### src/rtl/tile_rect_plotter.sv
// Filled-rectangle rasteriser: queues draw commands and emits one pixel per clock in raster order.
// Optional feature macro PLOT_CLIP_EN suppresses plot for pixels outside SCREEN_W x SCREEN_H.
module tile_rect_plotter #(
  parameter int FIFO_DEPTH = 4,
  parameter int SCREEN_W   = 160,
  parameter int SCREEN_H   = 120
) (
  input  logic       CLOCK_50,
  input  logic       RESET,
  input  logic       cmd_valid,
  output logic       cmd_ready,
  input  logic [7:0] cmd_x,
  input  logic [6:0] cmd_y,
  input  logic [7:0] cmd_w,
  input  logic [6:0] cmd_h,
  input  logic [2:0] cmd_color,
  output logic [7:0] VGA_X,
  output logic [6:0] VGA_Y,
  output logic [2:0] VGA_COLOR,
  output logic       plot,
  output logic       busy,
  output logic       done
);

  localparam int AW = $clog2(FIFO_DEPTH);

  if (FIFO_DEPTH < 2 || (1 << AW) != FIFO_DEPTH) begin : g_bad_depth
    $error("FIFO_DEPTH must be a power of two and at least 2");
  end
  if (SCREEN_W < 1 || SCREEN_W > 256 || SCREEN_H < 1 || SCREEN_H > 128) begin : g_bad_screen
    $error("SCREEN_W/SCREEN_H must fit the 8-bit column and 7-bit row ports");
  end

  typedef struct packed {
    logic [7:0] x;
    logic [6:0] y;
    logic [7:0] w;
    logic [6:0] h;
    logic [2:0] color;
  } cmd_t;

  typedef enum logic [1:0] {S_IDLE, S_DRAW, S_DONE} state_t;

  cmd_t          r_mem [FIFO_DEPTH];
  logic [AW-1:0] r_wr_ptr, r_rd_ptr;
  logic [AW:0]   r_count;

  state_t     r_state;
  logic [7:0] r_x0;
  logic [8:0] r_x_end, r_cur_x;
  logic [7:0] r_y_end, r_cur_y;
  logic [2:0] r_color;
  logic       r_plot, r_done;

  logic       w_full, w_empty, w_push, w_pop, w_empty_cmd;
  logic       w_last_col, w_last, w_vis_start, w_vis_next;
  logic [8:0] w_nx;
  logic [7:0] w_ny;
  cmd_t       w_head;

  assign w_full      = (r_count == (AW+1)'(FIFO_DEPTH));
  assign w_empty     = (r_count == '0);
  // cmd_ready looks only at the registered count, so a pop in the same cycle never frees a slot early.
  assign w_push      = cmd_valid && !w_full;
  assign w_pop       = (r_state == S_IDLE) && !w_empty;
  assign w_head      = r_mem[r_rd_ptr];
  assign w_empty_cmd = (w_head.w == '0) || (w_head.h == '0);

  always_comb begin
    w_last_col = (r_cur_x == r_x_end);
    w_last     = w_last_col && (r_cur_y == r_y_end);
    w_nx       = w_last_col ? {1'b0, r_x0} : r_cur_x + 9'd1;
    w_ny       = w_last_col ? r_cur_y + 8'd1 : r_cur_y;
`ifdef PLOT_CLIP_EN
    w_vis_start = ({1'b0, w_head.x} < 9'(SCREEN_W)) && ({1'b0, w_head.y} < 8'(SCREEN_H));
    w_vis_next  = (w_nx < 9'(SCREEN_W)) && (w_ny < 8'(SCREEN_H));
`else
    w_vis_start = 1'b1;
    w_vis_next  = 1'b1;
`endif
  end

  // NOTE: the command storage has no reset; only pointers and count are cleared, which is enough to flush.
  always_ff @(posedge CLOCK_50) begin
    if (w_push) r_mem[r_wr_ptr] <= '{cmd_x, cmd_y, cmd_w, cmd_h, cmd_color};
  end

  // NOTE: every sequential block uses non-blocking assignments so all registers update from pre-edge values.
  always_ff @(posedge CLOCK_50 or posedge RESET) begin
    if (RESET) begin
      r_wr_ptr <= '0;
      r_rd_ptr <= '0;
      r_count  <= '0;
    end else begin
      if (w_push) r_wr_ptr <= r_wr_ptr + AW'(1);
      if (w_pop)  r_rd_ptr <= r_rd_ptr + AW'(1);
      r_count <= r_count + (AW+1)'(w_push) - (AW+1)'(w_pop);
    end
  end

  // The pixel shown during a DRAW cycle is r_cur_x/r_cur_y; loading it on the pop edge gives 2-cycle latency.
  always_ff @(posedge CLOCK_50 or posedge RESET) begin
    if (RESET) begin
      r_state <= S_IDLE;
      r_x0    <= '0;
      r_x_end <= '0;
      r_y_end <= '0;
      r_cur_x <= '0;
      r_cur_y <= '0;
      r_color <= '0;
      r_plot  <= 1'b0;
      r_done  <= 1'b0;
    end else begin
      r_done <= 1'b0;
      case (r_state)
        S_IDLE: begin
          if (w_pop) begin
            r_x0    <= w_head.x;
            r_x_end <= {1'b0, w_head.x} + {1'b0, w_head.w} - 9'd1;
            r_y_end <= {1'b0, w_head.y} + {1'b0, w_head.h} - 8'd1;
            r_cur_x <= {1'b0, w_head.x};
            r_cur_y <= {1'b0, w_head.y};
            r_color <= w_head.color;
            if (w_empty_cmd) begin
              r_state <= S_DONE;
              r_done  <= 1'b1;
              r_plot  <= 1'b0;
            end else begin
              r_state <= S_DRAW;
              r_plot  <= w_vis_start;
            end
          end
        end
        S_DRAW: begin
          if (w_last) begin
            r_state <= S_DONE;
            r_done  <= 1'b1;
            r_plot  <= 1'b0;
          end else begin
            r_cur_x <= w_nx;
            r_cur_y <= w_ny;
            r_plot  <= w_vis_next;
          end
        end
        S_DONE:  r_state <= S_IDLE;
        default: r_state <= S_IDLE;
      endcase
    end
  end

  assign cmd_ready = !w_full;
  assign busy      = !w_empty || (r_state != S_IDLE);
  assign done      = r_done;
  assign plot      = r_plot;
  assign VGA_X     = r_cur_x[7:0];
  assign VGA_Y     = r_cur_y[6:0];
  assign VGA_COLOR = r_color;

endmodule

### config.mk
export PLATFORM = sky130hd
export DESIGN_NAME = tile_rect_plotter
export DESIGN_NICKNAME = d
export VERILOG_FILES = /design/src/rtl/tile_rect_plotter.sv
export SDC_FILE = /design/constraint.sdc
export NUM_CORES = 1
export LEC_CHECK = 0
export ABC_AREA = 1
export CAP_MARGIN = 20
export CORE_MARGIN = 2
export CORE_UTILIZATION = 30
export CTS_CLUSTER_DIAMETER = 80
export CTS_CLUSTER_SIZE = 14
export DETAILED_ROUTE_END_ITERATION = 16
export PLACE_DENSITY = 0.46
export SETUP_SLACK_MARGIN = 0.4
export SLEW_MARGIN = 0
export SYNTH_ARGS = -nofsm -noshare
export SYNTH_HDL_FRONTEND = slang
export SYNTH_SLANG_ARGS = --single-unit
### constraint.sdc
create_clock -name CLOCK_50 -period 3.5 [get_ports CLOCK_50]
set_input_delay 0.7 -clock CLOCK_50 [delete_from_list [all_inputs] [get_ports CLOCK_50]]
set_output_delay 0.7 -clock CLOCK_50 [all_outputs]
set_load 0.005 [all_outputs]
# ---- Word level (Yosys, flattened, before mapping)
# Memories as Yosys holds them, arrays and structs flattened.
# Index checks and enable logic that the tools add are counted.
dict set report classes {
  eq_ne 8
  n_addsub 10
  muxes 22
  reduce_logical 18
}
# operator count
set op_table {}
lappend op_table {{9-bit two-way mux} 3}
lappend op_table {{8-bit two-way mux} 3}
lappend op_table {{9-bit one-hot mux with 2 select lines} 1}
lappend op_table {{8-bit one-hot mux with 2 select lines} 1}
lappend op_table {{8-bit by 8-bit adder with 9-bit output} 1}
lappend op_table {{9-bit by 1-bit adder with 9-bit output (second input constant)} 1}
lappend op_table {{9-bit == test} 1}
lappend op_table {{9-bit by 1-bit subtractor with 9-bit output (second input constant)} 1}
lappend op_table {{7-bit by 7-bit adder with 8-bit output} 1}
lappend op_table {{8-bit by 1-bit adder with 8-bit output (second input constant)} 1}
lappend op_table {{8-bit == test} 1}
lappend op_table {{8-bit zero test} 1}
lappend op_table {{1-bit two-way mux} 8}
lappend op_table {{2-bit inequality test (second input constant)} 4}
lappend op_table {{8-bit by 1-bit subtractor with 8-bit output (second input constant)} 1}
lappend op_table {{7-bit zero test} 1}
lappend op_table {{2-bit two-way mux} 3}
lappend op_table {{2-bit AND reduction} 3}
lappend op_table {{2-bit by 1-bit adder with 2-bit output (second input constant)} 2}
lappend op_table {{1-bit one-hot mux with 2 select lines} 2}
lappend op_table {{2-bit one-hot mux with 2 select lines} 1}
lappend op_table {{4-bit AND reduction} 1}
lappend op_table {{2-bit nonzero test} 2}
lappend op_table {{3-bit by 1-bit adder with 3-bit output} 1}
lappend op_table {{9 further kinds} 13}
dict set report word_totals {
  out_inout_bits 22
  ff_bits 56
  input_bits 36
  n_memories 1
  mem_bits_rw 132
  elab_cells 71
}
# name words width rd rd_clocked_by_memory_dff wr line
set mem_list {}
lappend mem_list {r_mem 4 33 1 0 1 44} ;# cmd_t r_mem [FIFO_DEPTH];

# ---- Longest topological paths before layout
# An unclocked memory read counts as a cell.
dict set report depth {
  word_depth 6
  ltp_mapped 22
  depth_no_buf 18
}

# ---- Worst setup path before layout
# Ideal clock, no wire load.
dict set report synth_timing {
  path_kind {register -> register}
  startpoint {reg r_rd_ptr[0]}
  endpoint {reg r_x_end[7]}
  required_ns 3.418
  arrival_ns 2.656
  path_buffers 4
  stages_incl_launch_ff 23
  setup_time_ns 0.082
  slack_ns 0.762
  synth_period_minus_slack_ns 2.738
  cell_sequence {dfrtp_1 > buf_2 > inv_2 > buf_4 > buf_2 > buf_2 > nand2_1 > nand3_1 > nand2_1 > ha_1 > inv_1 > ha_1 > inv_1 > fa_1 > inv_1 > nand3_1 > nand2_1 > nand2_1 > nand2_1 > nand2_1 > nand2_1 > nand2_1 > a31oi_1}
}
dict set report synth_between {
  elab_chain_len 3
}
# item line
set synth_rtl {}
lappend synth_rtl {{start, declared} 45} ;# logic [AW-1:0] r_wr_ptr, r_rd_ptr;
lappend synth_rtl {{start signal, assigned} 96} ;# if (w_pop) r_rd_ptr <= r_rd_ptr + AW'(1);
lappend synth_rtl {{memory read 4 x 33 bit} --}
lappend synth_rtl {{8-bit by 8-bit adder with 9-bit output} 119} ;# r_x_end <= {1'b0, w_head.x} + {1'b0, w_head.w} - 9'd1;
lappend synth_rtl {{9-bit by 1-bit subtractor with 9-bit output} 119}
lappend synth_rtl {{end signal, assigned} 119}
lappend synth_rtl {{end, declared} 50} ;# logic [8:0] r_x_end, r_cur_x;
# No other way between the ends.
# A chain may end at the register's enable or synchronous reset.

# ---- Worst setup path in the final report
dict set report layout_timing {
  startpoint {reg r_rd_ptr[0]}
  endpoint {reg r_y_end[7]}
}
dict set report layout_between {
  elab_chain_len 3
}
# item line
set layout_rtl {}
lappend layout_rtl {{memory read 4 x 33 bit} --}
lappend layout_rtl {{7-bit by 7-bit adder with 8-bit output} 120} ;# r_y_end <= {1'b0, w_head.y} + {1'b0, w_head.h} - 8'd1;
lappend layout_rtl {{8-bit by 1-bit subtractor with 8-bit output} 120}
lappend layout_rtl {{end signal, assigned} 120}
lappend layout_rtl {{end, declared} 51} ;# logic [7:0] r_y_end, r_cur_y;
# No other way between the ends.

==> metrics <==
total routing usage reported by global routing=14.0%; initial antenna violation count=0; average via count per standard cell=4.48; die outline area=31,600 um2; number of cells produced by synthesis=903; area of the core=29,700 um2; number of DRC markers in iteration 0=365; Initial Util=30.5%; DRT antenna net count=0; transition time at the pin with the least slew margin=0.543 ns; peak ir drop on the vdd network=0.292 mV; class of the worst hold path=flip-flop to flip-flop; CP arrival=3.13 ns; number of pins with negative max-slew slack in the final report=0; Port Buffer Count=57; post-synthesis share of cell area spent on full adders, half adders and majority gates=5.63%; Chip Height=178 um; net count after synthesis=978; count of maximum capacitance violations=0; post-CTS setup repair buffer count=0; main combinational cell family by area after synthesis=simple AND/OR/NAND/NOR gates; Filler cells=2,952; Chip Width=178 um; multiplexer area fraction after synthesis=0%; post-layout worst setup margin=0.695 ns; average wire per cell in the routed design=15.3 um; cell-by-cell trace of the critical path=buf_12 > o21ai_0 > o22a_1 > ha_1 > inv_1 > ha_1 > fa_1 > nand3_1 > nand3_1 > nand2_1 > nand2_1 > a21oi_1 > nand2_1 > nand3_1 > nand2_1; kind of end point of the critical path=flip-flop; post-synthesis xor/xnor area fraction=2.61%; count of yosys warnings during synthesis=0; result of the run=finished, final reports clean; signed area change from the synthesized netlist to the final layout=17.8%; leak pwr=0.00443 uW; clk_skew=0.0103 ns; average cell area after synthesis=10.0 um2; I/O pin count=58; flop and latch count out of synthesis=188; final weighted congestion in routability-driven placement=0.792; cell chosen for the clock root=sky130_fd_sc_hd__clkbuf_16; number of rows created at floorplan=63; DP HPWL=14.2 mm; Hold Buf Count CTS=0; fraction of layout cells with a size suffix above 1=8.67%; count of unresolved DRC violations after routing=0; DR vias=6,029; max-slew headroom at the worst pin=63.8%; unrepaired setup endpoints after global routing=false; top library cells by usage in the layout, fill and taps aside=sky130_fd_sc_hd__nand2_1 (256), sky130_fd_sc_hd__edfxtp_1 (132), sky130_fd_sc_hd__nand3_1 (109), sky130_fd_sc_hd__inv_1 (68), sky130_fd_sc_hd__clkdlybuf4s50_1 (57); reg-to-reg setup timing slack=0.70 ns; fraction of the yosys area taken by sequential cells=59.2%; Max Fclk=0.357 GHz; clock input transition at the sequential cells of the worst setup and hold paths=0.08 ns; clk_lat worst skew=0.43 ns; number of failing setup endpoints in the final timing report=0; worst path bufs/invs=2; most common cell after layout, fill and taps aside=sky130_fd_sc_hd__nand2_1; worst-path maximum fanout=69; clock tree from TritonCTS=yes; maximum root-to-sink buffer count=2; total number of clock tree sinks=188; Crit path required time=3.83 ns; number of buffers created by CTS=17; minimum clock period=2.80 ns; Inserted Diodes=0; type of element launching the critical path=flip-flop; H-tree level count=4; post-synthesis instance area=9060 um2; Setup TNS Final=0 ns; gate family responsible for the most delay along the worst path=adder cells; global-route wire length before repair=33.7 mm; pin count of the biggest net entering global routing=70; via count of the first global-routing pass=6,033; complex-gate fraction of the synthesized area=4.38%; WS Path Type=flip-flop to flip-flop; post-synth cell types=36; worst setup slack before clock tree synthesis=0.492 ns; final-report hold violation count=0; cell with the biggest individual delay on the critical path=sky130_fd_sc_hd__dfrtp_2; GRT overflow=0; fin crit share=80.1%; cell repeated most along the worst path=sky130_fd_sc_hd__nand2_1; wire length after detailed routing=20.7 mm; highest cell delay on the worst timing path=0.41 ns; post-synthesis simple-gate area fraction=22.1%; Final nets=1,019; Power Density=970 nW/um2; First-pass DRT Iterations=5
[layer usage]
layer | up-vias | wire length, um | GRT usage (%)
met3 | 18 | 699 | 2.21
met4 | 0 | 260 | 4.44
met1 | 2815 | 10500 | 20.0
met2 | 101 | 9180 | 21.7
li1 | 3095 | - | -
met5 | - | 0 | 0
[repair_timing]
item                                    CTS  global route
endpoints found under the hold margin     0             0
endpoints found under the setup margin    0             3
gates resized for setup                   0             7
[cells by family (layout without fill, tap and decap cells)]
logic type      Yosys count  count (layout)
simple gates            455             455
flops                   188             188
compound gates           69              69
xor+xnor                 27              27
buf+inv                 125             179
fa+ha+maj                39              39
[flip-flops by register name, indices dropped and copies added (netlist names)]
register and count:
r_x0 8, plot 1, r_rd_ptr 2, r_count 3, VGA_COLOR 3, r_cur_y 8, done 1, r_mem 132
r_x_end 9, r_wr_ptr 2, r_cur_x 9, r_state 2, r_y_end 8
[synth_stat cells]
cell type	n	area share, %
sky130_fd_sc_hd__nand3_1	109	6.0
sky130_fd_sc_hd__buf_4	17	1.4
sky130_fd_sc_hd__nor2_8	1	0.22
sky130_fd_sc_hd__fa_1	3	0.66
sky130_fd_sc_hd__o21ai_0	30	1.7
sky130_fd_sc_hd__o21bai_1	1	0.083
sky130_fd_sc_hd__a21boi_0	1	0.083
sky130_fd_sc_hd__edfxtp_1	132	44
sky130_fd_sc_hd__a21oi_1	8	0.44
sky130_fd_sc_hd__xnor2_1	9	0.87
sky130_fd_sc_hd__nand4_4	1	0.23
sky130_fd_sc_hd__o22a_1	6	0.58
sky130_fd_sc_hd__o21ai_4	1	0.18
sky130_fd_sc_hd__xor2_1	18	1.7
sky130_fd_sc_hd__buf_2	18	0.99
sky130_fd_sc_hd__nand3_4	1	0.19
sky130_fd_sc_hd__clkbuf_1	11	0.46
sky130_fd_sc_hd__nand2_4	2	0.25
sky130_fd_sc_hd__or2_2	6	0.41
sky130_fd_sc_hd__inv_2	5	0.21
sky130_fd_sc_hd__dfrtp_1	56	15
sky130_fd_sc_hd__nand3_2	1	0.11
sky130_fd_sc_hd__nand3b_1	3	0.25
sky130_fd_sc_hd__buf_1	5	0.21
sky130_fd_sc_hd__ha_1	36	5.0
sky130_fd_sc_hd__nand4_1	12	0.83
sky130_fd_sc_hd__nand2_2	4	0.28
sky130_fd_sc_hd__a31o_2	1	0.097
sky130_fd_sc_hd__nor2_2	2	0.14
sky130_fd_sc_hd__a31oi_1	6	0.41
sky130_fd_sc_hd__o22ai_1	1	0.069
sky130_fd_sc_hd__nor2_4	2	0.25
sky130_fd_sc_hd__nand2_1	256	11
sky130_fd_sc_hd__o21ai_1	14	0.77
sky130_fd_sc_hd__inv_1	69	2.9
sky130_fd_sc_hd__nor2_1	55	2.3
[through the flow]
stage | power (uW) | utilization, % | cells | instance area, um2 | hold WS [ns]
2_1_floorplan | 7040 | - | 903 | 9060 | 0.459
3_3_place_gp | 8420 | 33.8 | 1315 | 10000 | 0.478
3_5_place_dp | 8430 | 33.8 | 1315 | 10000 | 0.483
4_1_cts | 10500 | 35.9 | 1347 | 10700 | 0.502
5_1_grt | 11400 | 35.9 | 1347 | 10700 | 0.533
6_report | 10400 | 35.9 | 1347 | 10700 | 0.500
[final timing paths]
check | endpoint | from | cells after the start
max | r_y_end[7] | r_rd_ptr[0] | 15
min | r_x0[6] | r_x0[6] | 2
max reg2reg | r_y_end[7] | r_rd_ptr[0] | 15
min reg2reg | r_x0[6] | r_x0[6] | 2
max in group asynchronous | r_x_end[4] | RESET | 3
min in group asynchronous | r_cur_y[6] | RESET | 2
[area by class of cell]
type / instances / area (um2) / share of cell area [%]
flip-flops and latches: 188 / 5370 / 50.3
multi-input cells: 590 / 3180 / 29.7
repair buffers: 73 / 736 / 6.89
well taps: 390 / 488 / 4.57
clock buffers: 17 / 425 / 3.99
inverters: 74 / 283 / 2.65
clock inverters: 15 / 200 / 1.88
[where the power goes]
part	internal, uW	switching [uW]
combinational	1930	2970
sequential	3020	402
clock	1090	940
[worst min-delay path: cells and delay by family, from the launching register on]
kind | cells | cell delay, ns
flip-flops | 1 | 0.35
AO/OA/AOI/OAI | 1 | 0.06
AND/OR/NAND/NOR | 1 | 0.05
(Power assumes the default switching activity.)
